$ cat src/rtl/push_pop_fifo.sv
// Synchronous FIFO fed by debounced push/pop strobes; registered read port,
// explicit occupancy counter and sticky overflow/underflow flags.
module push_pop_fifo #(
  parameter int DATA_W     = 8,
  parameter int DEPTH_LOG2 = 3
) (
  input  logic                ck,
  input  logic                reset,
  input  logic                push,
  input  logic                pop,
  input  logic [DATA_W-1:0]   din,
  input  logic                clear_err,
  output logic [DATA_W-1:0]   dout,
  output logic                dout_valid,
  output logic [DEPTH_LOG2:0] count,
  output logic                empty,
  output logic                full,
  output logic                overflow,
  output logic                underflow
);

  localparam int DEPTH = 1 << DEPTH_LOG2;
  localparam logic [DEPTH_LOG2:0]   DEPTH_CNT = (DEPTH_LOG2 + 1)'(DEPTH);
  localparam logic [DEPTH_LOG2:0]   CNT_ONE   = (DEPTH_LOG2 + 1)'(1);
  localparam logic [DEPTH_LOG2-1:0] PTR_ONE   = DEPTH_LOG2'(1);

  logic [DATA_W-1:0]     mem_q [DEPTH];
  logic [DEPTH_LOG2-1:0] wr_ptr_q, wr_ptr_d;
  logic [DEPTH_LOG2-1:0] rd_ptr_q, rd_ptr_d;
  logic [DEPTH_LOG2:0]   count_q, count_d;
  logic [DATA_W-1:0]     dout_q, dout_d;
  logic                  dout_valid_q, dout_valid_d;
  logic                  overflow_q, overflow_d;
  logic                  underflow_q, underflow_d;
  logic                  push_ok, pop_ok;

  assign empty = (count_q == '0);
  assign full  = (count_q == DEPTH_CNT);

  always_comb begin
    pop_ok  = pop & ~empty;
    // A full FIFO still takes a write when the same cycle frees a slot.
    push_ok = push & (~full | pop_ok);

    wr_ptr_d     = wr_ptr_q;
    rd_ptr_d     = rd_ptr_q;
    count_d      = count_q;
    dout_d       = dout_q;
    dout_valid_d = 1'b0;
    overflow_d   = overflow_q;
    underflow_d  = underflow_q;

    if (push_ok) wr_ptr_d = wr_ptr_q + PTR_ONE;
    if (pop_ok) begin
      rd_ptr_d     = rd_ptr_q + PTR_ONE;
      dout_d       = mem_q[rd_ptr_q];
      dout_valid_d = 1'b1;
    end

    case ({push_ok, pop_ok})
      2'b10:   count_d = count_q + CNT_ONE;
      2'b01:   count_d = count_q - CNT_ONE;
      default: count_d = count_q;
    endcase

    // Rejections are applied after clear so a same-cycle rejection wins.
    if (clear_err) begin
      overflow_d  = 1'b0;
      underflow_d = 1'b0;
    end
    if (push && !push_ok) overflow_d  = 1'b1;
    if (pop && !pop_ok)   underflow_d = 1'b1;
  end

  always_ff @(posedge ck) begin
    if (push_ok) mem_q[wr_ptr_q] <= din;
  end

  always_ff @(posedge ck or negedge reset) begin
    if (!reset) begin
      wr_ptr_q     <= '0;
      rd_ptr_q     <= '0;
      count_q      <= '0;
      dout_q       <= '0;
      dout_valid_q <= 1'b0;
      overflow_q   <= 1'b0;
      underflow_q  <= 1'b0;
    end else begin
      wr_ptr_q     <= wr_ptr_d;
      rd_ptr_q     <= rd_ptr_d;
      count_q      <= count_d;
      dout_q       <= dout_d;
      dout_valid_q <= dout_valid_d;
      overflow_q   <= overflow_d;
      underflow_q  <= underflow_d;
    end
  end

  assign dout       = dout_q;
  assign dout_valid = dout_valid_q;
  assign count      = count_q;
  assign overflow   = overflow_q;
  assign underflow  = underflow_q;

endmodule

$ cat config.mk
export PLATFORM = sky130hd
export DESIGN_NAME = push_pop_fifo
export DESIGN_NICKNAME = d
export VERILOG_FILES = /design/src/rtl/push_pop_fifo.sv
export SDC_FILE = /design/constraint.sdc
export NUM_CORES = 1
export LEC_CHECK = 0
export CAP_MARGIN = 0
export CORE_MARGIN = 1.5
export CORE_UTILIZATION = 45
export CTS_CLUSTER_SIZE = 10
export DETAILED_ROUTE_END_ITERATION = 8
export PLACE_DENSITY = 0.62
export SYNTH_ARGS = -nofsm -noshare
export SYNTH_HDL_FRONTEND = slang
export SYNTH_SLANG_ARGS = --single-unit
$ cat constraint.sdc
create_clock -name ck -period 2.9 [get_ports ck]
set_input_delay 0.29 -clock ck [delete_from_list [all_inputs] [get_ports ck]]
set_output_delay 0.29 -clock ck [all_outputs]
set_load 0.05 [all_outputs]
==> impl_results.md <==
* Status: complete, no violations
* Arrival time of data at the critical path endpoint at 2.44 ns
* Placeable core area at 0.00765 mm²
* Path type of the worst min-delay path: in -> async
* Effective utilization at floorplan at 0.459
* Share of post-route cells with drive strength above 1 at 0.185
* Post-Place Worst Slack at 0.0667 ns
* CTS tree: done
* Total of buffers placed on input and output ports at 29
* Number of failing hold endpoints at the final stage at 0
* Worst Path Max Fanout at 6
* Post-synthesis simple-gate area fraction at 0.0538
* Core Rows at 32
* Remaining design rule violation count at 0
* Overflow left after global routing at 0
* Power density relative to cell area at 1030 mW/mm²
* Clock tree root driver cell: clkbuf_8
* Fraction of synthesized cell area in xor and xnor cells at 0.0199
* Slew @ Worst Pin at 0.958 ns
* Number of nets in the layout at 284
* Antenna diode count at 0
* Category of cells accounting for the largest share of critical-path delay: buffers and inverters
* Slack of the critical path at 0.165 ns
* Final antenna-violating net count at 0
* WL final at 6290 µm
* Synthesis-stage register bit count at 85
* Proportion of synthesized area in mux cells at 0.107
* Flip-flop cell with the highest count after synthesis: edfxtp_1
* Part of the cycle the worst path needs at 0.943
* Via count of the first global-routing pass at 1862
* Min Clock Period, post-route at 2.73 ns
* Area fraction in compound gates after synthesis at 0.0748
* Clock transition at the register clock pins on the worst setup and hold paths after CTS at 0.08 ns
* Count of routing violations after the opening detailed-route iteration at 89
* Number of search-and-repair iterations in the first detailed-routing pass at 4
* Number of synthesized flops with an enable pin at 64
* Source-to-sink clock delay at the later pin of the worst-skew pair at 0.35 ns
* Critical path required time at 2.61 ns
* Total routing usage reported by global routing at 0.158
* Final slew viol count at 0
* Max incr delay on CP at 0.79 ns
* CP bufs+invs at 3
* Final-layout setup total negative slack at 0 ns
* Class of the most critical setup path: reg -> out
* Die Footprint at 0.00835 mm²
* Setup repair after global routing missed its margin: false
* Final setup fails at 0
* Max cap viols at 0
* Antenna violations before repair at 0
* Part of the Yosys area used for sequential elements at 0.697
* Synthesized area per cell at 15.8 µm²
* Async set-reset flop share out of synthesis at 0.247
* Number of warning messages in the yosys log at 0
* Clock buffers created by TritonCTS at 9
* Routed wire per std cell at 16.9 µm
* Die width at 91.4 µm
* Main combinational cell family by area after synthesis: multiplexers
* Half-perimeter wire length after detailed placement at 4060 µm
* Critical Path End Type: output pin
* Post-route clock skew at 0.00605 ns
* Yosys cell types at 40
* Syn nets at 241
* Fill count at 641
* Critical-path cell list: buf_4 > or4b_4 > inv_1 > clkdlybuf4s50_1
* Worst voltage drop across the vdd grid at 321 µV
* Pleak at 1.55 nW
* Highest-delay cell along the critical path: clkdlybuf4s50_1
* Headroom to the max-slew limit at 0.360
* Via/cell ratio at 5.14
* Gate count of the mapped netlist at 223
* Largest net degree at the start of global routing at 35
* I/O pin total at 30
* DIE HEIGHT at 91.4 µm
* Routability-driven placement congestion ratio at 0.740
* CTS sink count at 85
* Startpoint class of the critical path: flop
* PostCTS Resize Cnt at 0
* First-pass GRT wire length at 9650 µm
* Max Root-Sink Buffers at 2
* H-tree Lvls at 3
* Post-synthesis share of cell area spent on full adders, half adders and majority gates at 0.0199
* Via count at 1919
* Summed instance area of the synthesized netlist at 0.00351 mm²
* Achievable clock frequency at 366 MHz
* Area growth, synth to finish at 19.1%
routing by layer:
metal,share of wire,track usage
met5,0,0
met1,0.47,0.220
met2,0.48,0.240
met3,0.035,0.0377
met4,0.014,0.0586
sequential cells by signal, summed over array words and instances (netlist names):
| name | cells |
|---|---|
| dout | 8 |
| wr_ptr_q | 3 |
| underflow | 1 |
| rd_ptr_q | 3 |
| mem_q | 64 |
| overflow | 1 |
| count | 4 |
| dout_valid | 1 |
per-stage QoR:
stage               std cells  total power [mW]  hold WS [ns]  area, µm²  utilization
detailed placement        356              3.54         0.477       3980        0.520
global placement          356              3.51         0.472       3980        0.520
CTS                       372              4.36         0.493       4170        0.545
floorplan                 223              3.01      -0.00559       3510            -
global route              373              4.58         0.521       4190        0.547
finish                    373              4.33         0.469       4190        0.547
cell usage in the layout (no fill, tap or decap), types with 2 or more instances in the layout:
cell type and count:
a221o_1 8, buf_4 13, clkbuf_8 9, clkdlybuf4s50_1 29
dfrtp_1 21, edfxtp_1 64, ha_1 4, inv_1 7
mux2_1 2, mux2_2 14, mux2i_1 18, nand2_1 21
nand2b_1 2, nor2_1 4, nor3_1 3, nor3b_1 2
nor4_1 2, o21ai_1 8, o22ai_1 8, xnor2_1 6
xor2_1 2
synthesized netlist by cell type, types with 2 or more instances:
master / count / area, µm²
edfxtp_1: 64 / 1920
dfrtp_1: 21 / 526
nand2_1: 21 / 78.8
mux2i_1: 18 / 180
mux2_2: 14 / 158
a221o_1: 8 / 80.1
o21ai_1: 8 / 40.0
o22ai_1: 8 / 50.1
inv_1: 7 / 26.3
xnor2_1: 6 / 52.6
ha_1: 4 / 50.1
nor2_1: 4 / 15.0
nor3_1: 3 / 15.0
buf_1: 2 / 7.51
buf_2: 2 / 10.0
buf_4: 2 / 15.0
buf_6: 2 / 22.5
clkbuf_2: 2 / 10.0
mux2_1: 2 / 22.5
nand2b_1: 2 / 12.5
nor3b_1: 2 / 15.0
nor4_1: 2 / 12.5
xor2_1: 2 / 17.5
worst paths after layout:
kind | from | endpoint | slack (ns) | cells after the start
max | count[2]$_DFFE_PN0P_ | full | 0.17 | 4
min | reset | count[2]$_DFFE_PN0P_ | 0.47 | 1
min reg2reg | dout[5]$_DFFE_PN0P_ | dout[5]$_DFFE_PN0P_ | 0.49 | 2
max in group asynchronous | reset | rd_ptr_q[0]$_DFFE_PN0P_ | 1.85 | 1
min in group ck | dout[5]$_DFFE_PN0P_ | dout[5]$_DFFE_PN0P_ | 0.49 | 2
max reg2reg | count[1]$_DFFE_PN0P_ | count[3]$_DFFE_PN0P_ | 0.29 | 8
where the power goes:
part           total, mW  switching [mW]  internal (mW)
registers           1.78           0.192           1.58
logic               1.74            1.02          0.722
clock network      0.814           0.416          0.398
total               4.33            1.62           2.70
area by class of cell:
class                   instances  area (µm²)  share of cell area
clock buffers                  10         128              0.0305
clock inverters                 6        63.8              0.0152
inverters                       8        30.0             0.00717
multi-input cells             120        1000               0.239
flip-flops and latches         85        2450               0.585
well taps                     102         128              0.0305
repair buffers                 42         388              0.0927
kinds of logic after synthesis:
group | Yosys count
adder cells (fa/ha/maj) | 5
AO/OA/AOI/OAI | 33
AND/OR/NAND/NOR | 38
buffers and inverters | 19
multiplexers | 35
XOR/XNOR | 8
flip-flops | 85
what timing repair did:
item,in CTS,in global routing
setup endpoints to repair,0,1
buffers inserted,0,0
hold buffers,0,0
No activity file was read; power rests on OpenSTA's default activity.
